### config.mk
export PLATFORM = sky130hd
export DESIGN_NAME = latch_bank_writer
export DESIGN_NICKNAME = d
export VERILOG_FILES = /design/src/rtl/latch_wr_pkg.sv /design/src/rtl/latch_bank_writer_phase_timer.sv /design/src/rtl/latch_bank_writer.sv
export SDC_FILE = /design/constraint.sdc
export NUM_CORES = 1
export LEC_CHECK = 0
export BUFFER_PORTS_ARGS = -buffer_cell sky130_fd_sc_hd__buf_2
export CAP_MARGIN = 15
export CELL_PAD_IN_SITES_DETAIL_PLACEMENT = 0
export CELL_PAD_IN_SITES_GLOBAL_PLACEMENT = 2
export CORE_MARGIN = 3
export CORE_UTILIZATION = 29
export CTS_CLUSTER_DIAMETER = 200
export DETAILED_ROUTE_END_ITERATION = 8
export HOLD_SLACK_MARGIN = 0.03
export PLACE_DENSITY_LB_ADDON = 0.1
export SYNTH_ARGS = -nofsm -noshare
export SYNTH_HDL_FRONTEND = slang
export SYNTH_HIERARCHICAL = 1
export SYNTH_SLANG_ARGS = --single-unit
export TNS_END_PERCENT = 10
### constraint.sdc
create_clock -name clk -period 1.5 [get_ports clk]
set_input_delay 0.15 -clock clk [delete_from_list [all_inputs] [get_ports clk]]
set_output_delay 0.15 -clock clk [all_outputs]
set_load 0.02 [all_outputs]
### src/rtl/latch_wr_pkg.sv
// Shared types and default timing for the latch bank writer.
package latch_wr_pkg;

  typedef enum logic [2:0] {
    IDLE  = 3'd0,
    SETUP = 3'd1,
    PULSE = 3'd2,
    HOLD  = 3'd3,
    CHECK = 3'd4
  } wr_state_e;

  localparam int unsigned DEF_SETUP_CYC = 32'd1;
  localparam int unsigned DEF_PULSE_CYC = 32'd2;
  localparam int unsigned DEF_HOLD_CYC  = 32'd1;
  localparam int unsigned DEF_MAX_RETRY = 32'd2;

  function automatic int unsigned max3(input int unsigned a, input int unsigned b,
                                       input int unsigned c);
    int unsigned m;
    m = (a > b) ? a : b;
    return (m > c) ? m : c;
  endfunction

endpackage

### src/rtl/latch_bank_writer_phase_timer.sv
// Loadable down-counter with a zero flag; times every phase of a write.
module phase_timer #(
  parameter int W = 2
) (
  input  logic         clk,
  input  logic         rst,
  input  logic         load,
  input  logic [W-1:0] load_val,
  output logic         zero
);

  logic [W-1:0] cnt_r;

  // Count down to zero and stop; a load always wins.
  always_ff @(posedge clk or posedge rst) begin
    if (rst) begin
      cnt_r <= {W{1'b0}};
    end else if (load) begin
      cnt_r <= load_val;
    end else if (cnt_r != {W{1'b0}}) begin
      cnt_r <= cnt_r - {{(W-1){1'b0}}, 1'b1};
    end else begin
      cnt_r <= cnt_r;
    end
  end

  assign zero = (cnt_r == {W{1'b0}});

endmodule

### src/rtl/latch_bank_writer.sv
// Sequencer driving a gated-D latch bank with setup/pulse/hold timing and readback.
// Optional macro LATCH_RETRY_EN: rewrite on mismatch up to MAX_RETRY times, adds retry_cnt.
module latch_bank_writer
  import latch_wr_pkg::*;
#(
  parameter int WIDTH     = 8,
  parameter int SETUP_CYC = DEF_SETUP_CYC,
  parameter int PULSE_CYC = DEF_PULSE_CYC,
  parameter int HOLD_CYC  = DEF_HOLD_CYC,
  parameter int MAX_RETRY = DEF_MAX_RETRY
) (
  input  logic             clk,
  input  logic             rst,
  input  logic             in_valid,
  output logic             in_ready,
  input  logic [WIDTH-1:0] in_data,
  output logic [WIDTH-1:0] lat_d,
  output logic             lat_e,
  input  logic [WIDTH-1:0] lat_q,
  output logic             busy,
  output logic             done,
  output logic             err
`ifdef LATCH_RETRY_EN
  ,
  output logic [$clog2(MAX_RETRY+1)-1:0] retry_cnt
`endif
);

  localparam int CW = $clog2(max3(SETUP_CYC, PULSE_CYC, HOLD_CYC) + 1);

  wr_state_e        state_r, state_s;
  logic             load_s, zero_s, accept_s, mismatch_s;
  logic [CW-1:0]    load_val_s;
  logic             done_s, err_s, retry_s;
  logic [WIDTH-1:0] lat_d_r;
  logic             lat_e_r, busy_r, done_r, err_r, in_ready_r;
`ifdef LATCH_RETRY_EN
  localparam int RW = $clog2(MAX_RETRY + 1);
  logic [RW-1:0]    retry_cnt_r;
`endif

  assign accept_s   = in_valid & in_ready_r;
  assign mismatch_s = (lat_q != lat_d_r);

  phase_timer #(.W(CW)) u_timer (
    .clk      (clk),
    .rst      (rst),
    .load     (load_s),
    .load_val (load_val_s),
    .zero     (zero_s)
  );

  // Next-state logic; the readback verdict is formed on the edge entering CHECK.
  always_comb begin
    state_s = state_r;
    done_s  = 1'b0;
    err_s   = 1'b0;
    retry_s = 1'b0;
    case (state_r)
      IDLE: begin
        if (accept_s) state_s = SETUP;
        else          state_s = IDLE;
      end
      SETUP: begin
        if (zero_s) state_s = PULSE;
        else        state_s = SETUP;
      end
      PULSE: begin
        if (zero_s) state_s = HOLD;
        else        state_s = PULSE;
      end
      HOLD: begin
        if (zero_s) begin
          state_s = CHECK;
`ifdef LATCH_RETRY_EN
          if (mismatch_s && (retry_cnt_r < RW'(MAX_RETRY))) begin
            done_s = 1'b0;
            err_s  = 1'b0;
          end else begin
            done_s = 1'b1;
            err_s  = mismatch_s;
          end
`else
          done_s = 1'b1;
          err_s  = mismatch_s;
`endif
        end else begin
          state_s = HOLD;
        end
      end
      CHECK: begin
        // A CHECK without done means a retry was granted.
        if (!done_r) begin
          state_s = SETUP;
          retry_s = 1'b1;
        end else begin
          state_s = IDLE;
        end
      end
      default: state_s = IDLE;
    endcase
  end

  // Reload the phase timer on every state entry.
  always_comb begin
    load_s = (state_s != state_r);
    case (state_s)
      SETUP:   load_val_s = CW'(SETUP_CYC - 1);
      PULSE:   load_val_s = CW'(PULSE_CYC - 1);
      HOLD:    load_val_s = CW'(HOLD_CYC - 1);
      default: load_val_s = {CW{1'b0}};
    endcase
  end

  // State and registered outputs, all decoded from the next state.
  always_ff @(posedge clk or posedge rst) begin
    if (rst) begin
      state_r    <= IDLE;
      lat_d_r    <= {WIDTH{1'b0}};
      lat_e_r    <= 1'b0;
      busy_r     <= 1'b0;
      done_r     <= 1'b0;
      err_r      <= 1'b0;
      in_ready_r <= 1'b0;
    end else begin
      state_r    <= state_s;
      lat_e_r    <= (state_s == PULSE);
      busy_r     <= (state_s != IDLE);
      in_ready_r <= (state_s == IDLE);
      done_r     <= done_s;
      err_r      <= err_s;
      if (accept_s) lat_d_r <= in_data;
      else          lat_d_r <= lat_d_r;
    end
  end

`ifdef LATCH_RETRY_EN
  // Retries used by the current write; cleared when a new word is accepted.
  always_ff @(posedge clk or posedge rst) begin
    if (rst)          retry_cnt_r <= {RW{1'b0}};
    else if (accept_s) retry_cnt_r <= {RW{1'b0}};
    else if (retry_s)  retry_cnt_r <= retry_cnt_r + {{(RW-1){1'b0}}, 1'b1};
    else               retry_cnt_r <= retry_cnt_r;
  end

  assign retry_cnt = retry_cnt_r;
`endif

  assign in_ready = in_ready_r;
  assign lat_d    = lat_d_r;
  assign lat_e    = lat_e_r;
  assign busy     = busy_r;
  assign done     = done_r;
  assign err      = err_r;

endmodule

== After elaboration in Yosys (flattened, before gate mapping) ==
Index checks and enable logic that the tools add are counted.
W data, S select, Z words.
Operators by class
  equal/unequal tests: 7
  reductions and logical operators: 6
  $add $sub $neg: 1
  muxes and demuxes: 13
  bitwise logic cells: 1
Operators by type and width (number)
  $pmux W3 S5: 1
  $eq A3 B2 Y1 const B: 3
  $mux W1: 8
  $ne A8 B8 Y1: 1
  $logic_not A3 Y1: 2
  $mux W2: 3
  $reduce_bool A2 Y1: 2
  $eq A3 B1 Y1 const B: 1
  $eq A3 B3 Y1 const B: 1
  $mux W3: 1
  $ne A3 B3 Y1: 1
  $reduce_bool A3 Y1: 1
  $logic_not A2 Y1: 1
  $sub A2 B1 Y2 const B: 1
  $and A1 B1 Y1: 1
Word-level totals
  bits in registers: 18
  word-level logic and storage cells: 36
  input bits: 19
  output and inout port bits: 13

== Logic depth before layout (Yosys ltp) ==
Gate-level depths: netlist of the first run.
  depth after elaboration: 6
  gate-level depth with buffers: 7
  depth with buffers taken out: 7

== Modules after synthesis ==
Netlist of the first run, hierarchy kept.
Modules (own cells, without submodules)
  latch_bank_writer: seq. area each 400.4 µm², area an instance 729.4 µm², cells an instance 59, instances 1
  phase_timer: seq. area each 50.0 µm², area an instance 127.6 µm², cells an instance 13, instances 1

== Least setup slack after synthesis of the first run ==
No wires, ideal clock.
  path kind: register -> register
  from: reg u_timer.cnt_r[1]
  to: reg u_timer.cnt_r[0]
  clock period less this slack: 1.372 ns
  setup slack: 0.128 ns
  data required time: 1.417 ns
  buffers on the path: 0
  arrival time: 1.289 ns
  stages on the path, launching flop included: 8
  setup time: 0.083 ns
  path through: dfrtp_1 > inv_1 > ha_1 > nand2_1 > or2_1 > a21oi_1 > nand2_1 > o21ai_0
On the way
  word-level cells in the longest chain between the ends: 6
  elaborated cells between the ends (all ways): 11
  classes of those cells: 2 x eq/ne; 6 x mux; 3 x reduce/logical
RTL lines
  start: declaration: line latch_bank_writer_phase_timer.sv:12  | logic [W-1:0] cnt_r;
  start signal: assignment: line latch_bank_writer_phase_timer.sv:17  | cnt_r <= {W{1'b0}};
  start signal: assignment: line latch_bank_writer_phase_timer.sv:19  | cnt_r <= load_val;
  start signal: assignment: line latch_bank_writer_phase_timer.sv:21  | cnt_r <= cnt_r - {{(W-1){1'b0}}, 1'b1};
  $logic_not A2 Y1 *: line latch_bank_writer_phase_timer.sv:27  | assign zero = (cnt_r == {W{1'b0}});
  via zero_s: line latch_bank_writer.sv:32  | logic load_s, zero_s, accept_s, mismatch_s;
  $mux W3 (tied with other cells): line latch_bank_writer.sv:73  | if (zero_s) begin
  $pmux W3 S5 *: line latch_bank_writer.sv:59  | case (state_r)
  $eq A3 B2 Y1 *: line latch_bank_writer.sv:107  | case (state_s)
  $mux W1 *: line latch_bank_writer.sv:107
  via load_val_s[0]: line latch_bank_writer.sv:33  | logic [CW-1:0] load_val_s;
  $mux W2 *: line latch_bank_writer_phase_timer.sv:18  | end else if (load) begin
Mark *: on every way through the listed nets, which the timed path passes. The rest lies on a longest branch.
A chain may end at the register's enable or synchronous reset.

== Final worst setup path of the first run ==
Same ends and word-level chain as after synthesis.

==> results of run 1 <==
==> stage by stage <==
| step | util [%] | instance area, um2 | setup slack, ps | hold WS (ps) |
|---|---|---|---|---|
| after floorplan | - | 857 | 128 | -109 |
| after global placement | 38.2 | 1060 | 73.4 | 19.0 |
| after detailed placement | 38.2 | 1060 | 54.2 | 20.2 |
| after CTS | 39.9 | 1110 | 20.9 | 65.5 |
| after global routing | 40.4 | 1120 | 20.7 | 62.2 |
| final | 40.4 | 1120 | 153 | 77.8 |
==> state kept, by name, summed over array words and instances, names as in the netlist <==
register,count
lat_d,8
state_r,3
u_timer/cnt_r,2
busy,1
done,1
err,1
in_ready,1
lat_e,1
==> cell families after synthesis <==
group,after synthesis
simple gates,20
buf+inv,5
compound gates,10
mux,8
flops,18
fa+ha+maj,1
xor+xnor,9
other cells,1
==> routing by layer <==
metal / share of wire (%) / GRT usage, % / up-vias / wire (um)
met3: 7.4 / 2.98 / 5 / 127
met5: 0 / 0 / - / 0
met2: 43 / 15.0 / 19 / 741
li1: - / - / 318 / -
met1: 47 / 13.3 / 282 / 804
met4: 2.3 / 6.65 / 0 / 40
==> worst min path at each step <==
stage / cells after the start / startpoint / endpoint
finish: 2 / in_data[3] / lat_d[3]
global route: 2 / in_data[6] / lat_d[6]
CTS: 2 / in_data[3] / lat_d[3]
detailed placement: 2 / rst / u_timer/cnt_r[0]
global placement: 2 / rst / u_timer/cnt_r[0]
floorplan: 1 / rst / u_timer/cnt_r[0]
==> worst max-delay path: stages, from the launching register on <==
cell and delay, ps:
dfrtp_1 420, inv_1 100, ha_4 170, nand2_1 70
or2_1 220, a21oi_1 170, nand2_1 70, o21ai_0 70
==> power groups by stage <==
stage               clock network (W)  logic, W  registers, W
floorplan                           0  0.000622       0.00107
global placement                    0   0.00116      0.000881
detailed placement                  0   0.00117      0.000887
CTS                          0.000321   0.00118      0.000876
global route                 0.000342   0.00134      0.000909
finish                       0.000304   0.00119      0.000872
==> cells in the final DEF, fill, tap and decap left out, drive strengths merged, types with 2 or more instances in the layout <==
cell     n
clkbuf   4
nor2b    2
o21a     2
mux2     8
nand2    7
nor2     3
a21oi    2
o21ai    2
nor4     2
xor2     9
buf     34
dfrtp   18
nor3b    2
inv      4
==> final cells by class <==
cell class              count  area (um2)
well taps                  31        38.8
flip-flops and latches     18         450
multi-input cells          49         397
clock buffers               4        36.3
fillers                   284        1660
inverters                   4        15.0
repair buffers             35         188
==> what timing repair did <==
item	4_1_cts	5_1_grt
endpoints found under the setup margin	0	2
endpoints found under the hold margin	18	0
setup buffers	0	0
gates resized for setup	0	3
hold buffers	1	0
==> metrics.txt, run 1 <==
Worst-path clk slew 110 ps; WP data required 1730 ps; Final period util 89.8%; worst-path fanout max 7; setup TNS 0 ps; Slew HR 59.0%; Synth Area in Adders 1.46%; synth top area cells dfrtp_1 (53%), mux2_2 (11%), xor2_1 (9.2%), nand2_1 (2.2%), inv_1 (1.8%); initial antenna violation count 0; Die ar. 0.00364 mm2; DIE WIDTH 60.4 um; number of flops mapped to enable cells by yosys 0; reg2reg path depth 7; area grow syn2layout 31.2%; largest net degree at the start of global routing 17; Critical R2R Launch u_timer/cnt_r[1]; multiplexer area fraction after synthesis 10.5%; Switch Pwr 0.000951 W; number of global-route vias before repair 568; outcome finished clean; Pre-antenna DRT Iters 2; Post-Synth XOR/XNOR Area 9.20%; die height 60.4 um; CTS Buf Count 3; Internal 0.00142 W; CTS sink count 18; skew final 2.20 ps; switching share of total power 40.1%; Crit path arrival time 1570 ps; clk buf depth 2; synthesized cell area 857 um2; GPL Wtd Cong 0.720; RSZ-0062 raised after global routing no; Clock Latency Late Sink 290 ps; final period demand of the worst path 1350 ps; Synth Instances 72; Logic pwr share 50.4%; # IOs 32; final hold vios 0; MaxCap Viol Count 0; H-Tree Depth 1; final setup violation count 0; first-pass GRT wire length 2660 um; async set-or-reset flop fraction in the synthesized netlist 100%; Yosys warnings 6; # diodes 0; Syn Nets 92; Yosys reg bits 18; Final Power 0.00237 W; fin cells 141; CP Capture Point u_timer/cnt_r[0]; top-count cell post-synth dfrtp_1; DR DRC count 0; FMAX 0.743 GHz; via count 624; Peak supply drop 0.893 mV; Synth Area in Simple Gates 14.5%; Mean Syn Cell Area 11.9 um2; worst slew pin tran 614 ps; Top FF cell, synth dfrtp_1; Core ar. 0.00278 mm2; routed wire length 1710 um; Placed Cells 136; GRT Util Overall 10.3%; Yosys cell types 26; DR iter-0 viols 11; dominant cell type by area after synthesis dfrtp_1; critical path class flop to flop; GR Overflow Total 0; top cell type's share of synthesized area 52.6%; Clock power frac 12.8%; vias per cell 4.43; CTS tree built; Compound-Gate Fraction of Synth Area 8.32%; ANT nets after route 0; Root Buffer clkbuf_4; Final Max Tran Viols 0; largest family of logic cells by synthesized area simple AND/OR/NAND/NOR gates; layout cell share with drive strength beyond 1 48.2%; Detailed Place HPWL 1320 um; Seq/Total Area, Yosys 52.6%; post-DR wirelength/cell 12.1 um; reg2reg setup slack 150 ps; Leak 0.555 nW; Final Net Count 131; crit start category flop; Starting Density 30.8%; port bufs 31; row count 19; Worst Hold Class primary input to flop; Crit. End Element flop; Critical Path Source u_timer/cnt_r[1]; cell area power density 2110 mW/mm2; Post-synth top cells dfrtp_1 (18), xor2_1 (9), mux2_2 (8); reg2reg end u_timer/cnt_r[0]; sequential share of power 36.8%
No activity file was read; power rests on OpenSTA's default activity.
==> inputs of run 2 (changes only) <==
--- a/config.mk
+++ b/config.mk
@@ -15,6 +15,7 @@
 export DETAILED_ROUTE_END_ITERATION = 8
 export HOLD_SLACK_MARGIN = 0.03
 export PLACE_DENSITY_LB_ADDON = 0.1
+export RECOVER_POWER = 100
 export SYNTH_ARGS = -nofsm -noshare
 export SYNTH_HDL_FRONTEND = slang
 export SYNTH_HIERARCHICAL = 1
==> run 2 against run 1 <==
  * Sequential power rose by 0.5%
  * Clock-buffer cell count did not move
  * Clock power barely moved
  * Worst setup slack improved by 1.2 ps
  * Sequential share of layout area rose by 1.0 points
  * Critical path type unchanged
  * Largest cell class unchanged
==> metrics.txt, run 2 (same netlist as run 1, synthesis figures left out) <==
Worst Hold Class primary input to flop; Placed Cells 136; final hold vios 0; setup ws final 155 ps; MaxCap Viol Count 0; CTS Buf Count 3; final setup violation count 0; CTS sink count 18; FMAX 0.743 GHz; Starting Density 30.8%; fin cells 141; die height 60.4 um; first-pass GRT wire length 2660 um; reg2reg path depth 7; number of global-route vias before repair 568; largest net degree at the start of global routing 17; WP data required 1730 ps; post-route cell area 0.00110 mm2; Final period util 89.7%; skew final 3.80 ps; layout cell share with drive strength beyond 1 33.6%; # IOs 32; via count 629; initial antenna violation count 0; Pre-antenna DRT Iters 2; Critical R2R Launch u_timer/cnt_r[1]; pre-CTS WS 54.2 ps; Core ar. 0.00278 mm2; Clock Latency Late Sink 300 ps; port bufs 31; slowest stage cell on the critical path dfrtp_1; Crit path arrival time 1570 ps; worst slew pin tran 615 ps; Crit. End Element flop; Worst-path clk slew 110 ps; WHS Path Cells 2; critical path class flop to flop; CP max stage delay 420 ps; worst-path fanout max 7; Final Max Tran Viols 0; GRT Util Overall 10.3%; worst path buffer plus inverter count 1; post-DR wirelength/cell 12.3 um; outcome finished clean; Peak supply drop 0.879 mV; CP Capture Point u_timer/cnt_r[0]; Final Net Count 131; RSZ-0062 raised after global routing no; cell area power density 2110 mW/mm2; most common cell after layout, fill and taps aside dfrtp_1; area grow syn2layout 28.0%; final period demand of the worst path 1350 ps; routed wire length 1730 um; row count 19; Area after DPL 0.00106 mm2; DR iter-0 viols 9; DR DRC count 0; clk buf depth 2; CTS tree built; Slew HR 59.0%; reg2reg end u_timer/cnt_r[0]; crit path cell chain inv_1 -> ha_4 -> nand2_1 -> or2_0 -> a21oi_1 -> nand2_1 -> o21ai_0; commonest cells after routing, fill and taps aside dfrtp_1 (18), buf_2 (17), clkbuf_1 (14); GPL Wtd Cong 0.720; reg2reg setup slack 150 ps; Final Power 0.00232 W; Leak 0.508 nW; Critical Path Source u_timer/cnt_r[1]; most frequent CP cell nand2_1; crit start category flop; GR Overflow Total 0; max reg flops 8; Largest delay share family, worst path flip-flops; Die ar. 0.00364 mm2; Detailed Place HPWL 1320 um; H-Tree Depth 1; fillcell total 291; setup TNS 0 ps; Root Buffer clkbuf_4; Crit. path cell count 7; # diodes 0; DIE WIDTH 60.4 um; ANT nets after route 0; vias per cell 4.46
run 2: cell types whose count changed in the layout (fill, tap and decap cells not counted), sizes merged:
cell / previous run / this run
buf: 34 / 19
clkbuf: 4 / 19
run 2: worst min path at each step:
| stage | to | startpoint | slack (ps) |
|---|---|---|---|
| final | lat_d[4] | in_data[4] | 80 |
| after floorplan | u_timer/cnt_r[0] | rst | -110 |
| after CTS | lat_d[3] | in_data[3] | 70 |
| after global routing | lat_d[6] | in_data[6] | 60 |
| after detailed placement | u_timer/cnt_r[0] | rst | 20 |
| after global placement | u_timer/cnt_r[0] | rst | 20 |
run 2: layer usage:
metal,global-route usage [%],up-vias,wire [um]
li1,-,318,-
met1,13.3,287,813
met2,15.0,19,742
met3,2.98,5,131
met4,6.65,0,40
met5,0,-,0
run 2: layout make-up:
| class | instances | area, um2 | share of cell area [%] |
|---|---|---|---|
| timing repair buffer | 35 | 168 | 15.3 |
| multi-input combinational | 49 | 389 | 35.5 |
| tap | 31 | 38.8 | 3.53 |
| inverter | 4 | 15.0 | 1.37 |
| clock buffer | 4 | 36.3 | 3.31 |
| sequential | 18 | 450 | 41.0 |
run 2: metrics by stage:
step | util (%) | hold WS [ps]
floorplan | - | -109
global placement | 38.2 | 19.0
detailed placement | 38.2 | 20.2
CTS | 39.9 | 65.5
global route | 39.5 | 62.3
finish | 39.5 | 76.0
run 2: where the power goes:
group	internal [W]	leakage, nW	switching, W	total [W]
combinational	0.000511	0.266	0.000625	0.00114
sequential	0.000705	0.221	0.000170	0.000876
clock	0.000148	0.0210	0.000158	0.000306
total	0.00136	0.508	0.000953	0.00232
run 2: repair_timing:
| action | in CTS | in global routing |
|---|---|---|
| hold buffers | 1 | 0 |
| resized for setup | 0 | 3 |
| buffers inserted | 0 | 0 |
| hold endpoints to repair | 18 | 0 |
| endpoints found under the setup margin | 0 | 2 |
